===== config.mk =====
export PLATFORM = sky130hd
export DESIGN_NAME = emu_step_scheduler
export DESIGN_NICKNAME = d
export VERILOG_FILES = /design/src/rtl/emu_sched_pkg.sv /design/src/rtl/emu_step_scheduler.sv
export SDC_FILE = /design/constraint.sdc
export NUM_CORES = 1
export LEC_CHECK = 0
export CORE_MARGIN = 2
export CORE_UTILIZATION = 40
export DETAILED_ROUTE_END_ITERATION = 8
export PLACE_DENSITY_LB_ADDON = 0.3
export REMOVE_ABC_BUFFERS = 1
export SKIP_CTS_REPAIR_TIMING = 1
export SLEW_MARGIN = 20
export SYNTH_ARGS = -nofsm -noshare
export SYNTH_HDL_FRONTEND = slang
export SYNTH_SLANG_ARGS = --single-unit

===== constraint.sdc =====
create_clock -name i_clk -period 2.5 [get_ports i_clk]
set_input_delay 0.25 -clock i_clk [delete_from_list [all_inputs] [get_ports i_clk]]
set_output_delay 0.25 -clock i_clk [all_outputs]
set_load 0.05 [all_outputs]

===== src/rtl/emu_sched_pkg.sv =====
// Shared types and helpers for the emulation step scheduler.
package emu_sched_pkg;

  // Scheduler states, one emulated NoC cycle per READY -> ... -> READY loop.
  typedef enum logic [2:0] {
    SYNC   = 3'd0,
    READY  = 3'd1,
    TX     = 3'd2,
    WAIT   = 3'd3,
    PULL   = 3'd4,
    CLK_HI = 3'd5,
    CLK_LO = 3'd6,
    ERROR  = 3'd7
  } state_t;

  // Width of the shared down-counter. It must hold max(T, H, L) - 1,
  // which $clog2(max) bits always do; never narrower than one bit.
  function automatic int timer_width(input int timeout_cycles,
                                     input int high_cycles,
                                     input int low_cycles);
    int m;
    m = timeout_cycles;
    if (high_cycles > m) m = high_cycles;
    if (low_cycles > m)  m = low_cycles;
    if ($clog2(m) < 1) return 1;
    return $clog2(m);
  endfunction

endpackage


===== src/rtl/emu_step_scheduler.sv =====
// Sequences one emulated NoC clock cycle across all LVDS gates of a
// partition: sync, TX launch, handshake wait, RX pull, then one full
// high/low period of the emulation clock.
module emu_step_scheduler
  import emu_sched_pkg::*;
#(
  parameter int GATE_NUMBER     = 1,
  parameter int CLK_HIGH_CYCLES = 2,
  parameter int CLK_LOW_CYCLES  = 2,
  parameter int TIMEOUT_CYCLES  = 65535,
  parameter int CNT_WIDTH       = 32
) (
  input  logic                   i_clk,
  input  logic                   i_rst,
  input  logic                   i_start,
  input  logic                   i_step,
  input  logic [GATE_NUMBER-1:0] i_sync_done,
  input  logic [GATE_NUMBER-1:0] i_tx_ready,
  input  logic [GATE_NUMBER-1:0] i_rx_ready,
  output logic                   o_gen_sync,
  output logic                   o_tx_start,
  output logic                   o_rx_pull,
  output logic                   o_clock,
  output logic                   o_busy,
  output logic                   o_timeout,
  output logic [CNT_WIDTH-1:0]   o_cycle_count
);

  localparam int TW = timer_width(TIMEOUT_CYCLES, CLK_HIGH_CYCLES, CLK_LOW_CYCLES);

  // Reload values: a phase of N cycles loads N-1 and ends when the counter is 0.
  localparam logic [TW-1:0] TIMEOUT_LOAD = TW'(TIMEOUT_CYCLES - 1);
  localparam logic [TW-1:0] HIGH_LOAD    = TW'(CLK_HIGH_CYCLES - 1);
  localparam logic [TW-1:0] LOW_LOAD     = TW'(CLK_LOW_CYCLES - 1);

  state_t               r_state;
  state_t               w_state_next;
  logic [TW-1:0]        r_timer;
  logic                 w_timer_zero;
  logic                 w_sync_all;
  logic                 w_xfer_all;

  logic                 w_gen_sync_next;
  logic                 w_tx_start_next;
  logic                 w_rx_pull_next;
  logic                 w_clock_next;
  logic                 w_busy_next;
  logic                 w_timeout_next;
  logic                 w_count_inc;

  logic                 r_gen_sync;
  logic                 r_tx_start;
  logic                 r_rx_pull;
  logic                 r_clock;
  logic                 r_busy;
  logic                 r_timeout;
  logic [CNT_WIDTH-1:0] r_cycle_count;

  // Gate-wide handshake conditions: every bridge must agree.
  assign w_sync_all   = &i_sync_done;
  assign w_xfer_all   = (&i_tx_ready) & (&i_rx_ready);
  assign w_timer_zero = (r_timer == '0);

  // State register.
  // NOTE: sequential state uses non-blocking (<=) so every flop samples
  // pre-edge values; blocking here would create order-dependent races.
  always_ff @(posedge i_clk or negedge i_rst) begin
    if (!i_rst) r_state <= SYNC;
    else        r_state <= w_state_next;
  end

  // Next-state logic. Clock phases never look at sync so o_clock cannot
  // produce a runt pulse; link loss is acted on once back in READY.
  // NOTE: every combinational output gets a default first, otherwise
  // paths that skip an assignment infer a latch.
  always_comb begin
    w_state_next = r_state;
    unique case (r_state)
      SYNC:   if (w_sync_all) w_state_next = READY;
      READY: begin
        if (!w_sync_all)            w_state_next = SYNC;
        else if (i_start || i_step) w_state_next = TX;
      end
      TX:     w_state_next = WAIT;
      WAIT: begin
        if (w_xfer_all)        w_state_next = PULL;
        else if (w_timer_zero) w_state_next = ERROR;
        else if (!w_sync_all)  w_state_next = SYNC;
      end
      PULL:   w_state_next = CLK_HI;
      CLK_HI: if (w_timer_zero) w_state_next = CLK_LO;
      CLK_LO: if (w_timer_zero) w_state_next = READY;
      ERROR:  w_state_next = ERROR;
      default: w_state_next = SYNC;
    endcase
  end

  // Output decode from the next state, so the registered outputs change
  // on the same edge as the state they describe.
  always_comb begin
    w_gen_sync_next = (w_state_next == SYNC);
    w_tx_start_next = (w_state_next == TX);
    w_rx_pull_next  = (w_state_next == PULL);
    w_clock_next    = (w_state_next == CLK_HI);
    w_busy_next     = (w_state_next != READY);
    w_timeout_next  = (w_state_next == ERROR);
    w_count_inc     = (w_state_next == CLK_HI) && (r_state != CLK_HI);
  end

  // Shared down-counter: WAIT timeout budget, then high and low phase lengths.
  always_ff @(posedge i_clk or negedge i_rst) begin
    if (!i_rst) begin
      r_timer <= '0;
    end else if (w_state_next != r_state) begin
      unique case (w_state_next)
        WAIT:    r_timer <= TIMEOUT_LOAD;
        CLK_HI:  r_timer <= HIGH_LOAD;
        CLK_LO:  r_timer <= LOW_LOAD;
        default: r_timer <= '0;
      endcase
    end else if (!w_timer_zero) begin
      r_timer <= r_timer - TW'(1);
    end
  end

  // Output registers; reset forces o_clock low asynchronously.
  always_ff @(posedge i_clk or negedge i_rst) begin
    if (!i_rst) begin
      r_gen_sync    <= 1'b1;
      r_tx_start    <= 1'b0;
      r_rx_pull     <= 1'b0;
      r_clock       <= 1'b0;
      r_busy        <= 1'b1;
      r_timeout     <= 1'b0;
      r_cycle_count <= '0;
    end else begin
      r_gen_sync <= w_gen_sync_next;
      r_tx_start <= w_tx_start_next;
      r_rx_pull  <= w_rx_pull_next;
      r_clock    <= w_clock_next;
      r_busy     <= w_busy_next;
      r_timeout  <= w_timeout_next;
      if (w_count_inc) r_cycle_count <= r_cycle_count + CNT_WIDTH'(1);
    end
  end

  assign o_gen_sync    = r_gen_sync;
  assign o_tx_start    = r_tx_start;
  assign o_rx_pull     = r_rx_pull;
  assign o_clock       = r_clock;
  assign o_busy        = r_busy;
  assign o_timeout     = r_timeout;
  assign o_cycle_count = r_cycle_count;

endmodule


==> impl_results.md <==
* Min Tclk post-route at 2.306 ns
* Max VDD drop at 0.0006905 V
* Clock root cell: clkbuf_8
* # IOs at 45
* P_leak at 1.660 nW
* Layout net count at 356
* Cell type with the largest total area after synthesis: dfrtp_1
* Synth Instances at 283
* PwrDens at 1042 mW/mm^2
* Crit-path max FO at 6
* FF-to-FF End: r_timer[0]
* WL/cell at 12.78 microns
* # diodes at 0
* Top FF cell, synth: dfrtp_1
* Register area share after synthesis at 49.31%
* Antenna violations before repair at 0
* Sw frac at 41.87%
* Slowest CP cell: dfrtp_1
* Arr. time, crit path at 2.56 ns
* Global-route wire length before repair at 9742 microns
* Setup violators final at 0
* Placed Cells at 431
* # fillers at 656
* Mapped Area at 0.002898 sq mm
* Flops & latches, synth at 57
* Synth cell types at 56
* Clk buf depth at 2
* Placement Rows at 31
* Iter 0 DRT Violations at 110
* Share of post-route cells with drive strength above 1 at 14.77%
* Post-Layout Cell Count at 451
* Worst Setup EP: r_timer[0]
* Power Internal at 0.002249 W
* Req. time, crit path at 2.75 ns
* Final Slew Violations at 0
* IO Port Bufs at 44
* Reg-to-Reg Start: r_timer[0]
* Die footprint at 0.007941 sq mm
* GPL Wtd Cong at 0.8534
* FF-to-FF path depth at 9
* Slew HR at 55.62%
* Syn avg cell area at 10.24 sq um
* Warnings, synthesis at 0
* Share of flip-flops with an asynchronous set or reset at 100.0%
* # DRC at 0
* CTS tree: done
* CP Launch Point: r_timer[0]
* Net Sw Power at 0.001620 W
* Max Cap Violations at 0
* Tightest Pin Transition at 0.6657 ns
* Top-count cell post-synth: dfrtp_1
* H-tree Lvls at 3
* Worst setup EP type: flop
* TNS Setup at 0 ns
* RSZ-0062 raised after global routing: no
* Remaining global-route overflow at 0
* Post-layout util at 52.03%
* FMAX at 0.4336 GHz
* Yosys top cell area share at 47.50%
* Fin Hold WS at 0.4732 ns
* R2r setup slk at 0.19 ns
* Vias in the first global route at 2,097
* Area Growth Syn to Fin at 28.15%
* Num CTS Buffers at 9
* Crit share post-route at 92.25%
* Min-Delay Path Class: reg -> reg
* DRT Pass-1 Iters at 4
* CP Launch Type: flop
* Crit Path Category: reg -> reg
* Routed WL at 5764 microns
* Initial core utilization at 40.60%
* HPWL after DPL at 4141 microns
* Clock Power Share at 18.6%
* Gate power share at 46.9%
* Number of synthesized flops with an enable pin at 0
* Flop pwr share at 34.5%
* Hold_sp: o_cycle_count[31]
* Final Hold Vio Count at 0
* Crit path cell chain: inv_1 -> ha_1 -> nor3b_4 -> nand4_2 -> o211a_1 -> or3_4 -> o2bb2ai_2 -> nand3_1 -> o21ai_1
* Largest net degree at the start of global routing at 30
* Total track usage at 15.91%
* Worst-Skew Late Latency at 0.33 ns
* Worst-path clk slew at 0.07 ns
* Avg Vias per Cell at 4.973
* Synth top area cells: dfrtp_1 47%, xnor2_1 8.5%, xor2_1 5.7%
* Final Skew at 0.009933 ns
* Status: completed
* Core area at 0.007137 sq mm
* Slowest stage delay, CP at 0.42 ns
* Reg area at 0.001429 sq mm
* Die H at 89.12 microns
* DR vias at 2,243
* Most common library cells after synthesis: 55 x dfrtp_1, 32 x nor2_1, 28 x nand2_1, 28 x xnor2_1, 20 x a21oi_1
* CTS sink count at 57
* Die Width at 89.12 microns
* Post-DRT Antenna Nets at 0
* Multi-input logic area at 0.001395 sq mm
[worst min-delay path by stage]
stage | depth (start not counted) | slack (ns) | to
after CTS | 1 | -0.04 | o_clock
after detailed placement | 1 | 0.32 | r_timer[14]
after floorplan | 0 | -0.05 | o_clock
after global placement | 1 | 0.32 | r_timer[14]
final | 1 | 0.47 | o_cycle_count[31]
after global routing | 1 | 0.49 | o_cycle_count[31]
[metrics by stage]
stage	area (sq um)	setup slack, ns	total power [W]
2_1_floorplan	2835	0.08626	0.002564
3_3_place_gp	3507	0.1916	0.003090
3_5_place_dp	3507	0.04960	0.003116
4_1_cts	3670	0.02814	0.003861
5_1_grt	3714	0.07148	0.004150
6_report	3714	0.1938	0.003870
[sequential cells by signal, summed over array words and instances, names as in the netlist]
name           flops
o_cycle_count     32
r_state            3
o_gen_sync         1
o_rx_pull          1
o_busy             1
o_tx_start         1
r_timer           16
o_clock            1
o_timeout          1
[cell type report]
class,count,share of cell area [%]
Timing Repair Buffer,63,15.63
Clock buffer,10,3.437
Tap cell,99,3.336
Multi-Input combinational cell,210,37.57
Sequential cell,57,38.48
Clock inverter,6,0.9434
Inverter,6,0.6065
[layout by cell type, fill, tap and decap left out, types with 2 or more instances in the layout]
cell type	count
dfrtp_1	55
clkdlybuf4s50_1	43
nor2_1	32
nand2_1	28
xnor2_1	28
a21oi_1	20
xor2_1	19
buf_4	18
nand3_1	10
clkbuf_8	9
nor3_1	8
nand4_1	8
inv_1	6
and3_1	6
clkinv_2	4
nor4_1	3
o21ai_1	3
nand2b_1	2
nor2b_1	2
nor4_4	2
o21ai_0	2
nand3b_1	2
nor3b_1	2
and4_1	2
ha_1	2
clkinvlp_4	2
dfstp_2	2
[per-layer routing]
layer | wire [microns] | up-vias | track usage [%]
li1 | - | 1108 | -
met1 | 2666 | 1075 | 21.28
met2 | 2771 | 52 | 24.85
met3 | 258 | 8 | 4.155
met4 | 68 | 0 | 6.106
met5 | 0 | - | 0
[logic make-up (layout without fill, tap and decap cells)]
logic type | count (synthesis) | count (layout) | share of synthesized area, %
adders and majority gates | 2 | 2 | 0.8634
xor gates and xnor gates | 47 | 47 | 14.21
AOI/OAI and AO/OA | 38 | 38 | 8.550
DFF | 57 | 57 | 49.31
muxes | 1 | 1 | 0.3886
and+or+nand+nor | 122 | 122 | 23.75
buffers and inverters | 16 | 85 | 2.936
[critical path, delay by kind of cell (launching register included)]
kind	cells	cell delay, ns
and+or+nand+nor	4	0.93
buffers and inverters	1	0.12
DFF	1	0.42
AOI/OAI and AO/OA	3	0.54
adders and majority gates	1	0.22
[power groups by stage]
stage | Clock, W | Sequential, W | Combinational [W]
finish | 0.000719 | 0.00134 | 0.00181
global route | 0.000791 | 0.00137 | 0.00199
CTS | 0.000748 | 0.00134 | 0.00178
detailed placement | 0 | 0.00135 | 0.00177
global placement | 0 | 0.00135 | 0.00174
floorplan | 0 | 0.00160 | 0.000961
Note: power is estimated with default switching activity, not from simulation.
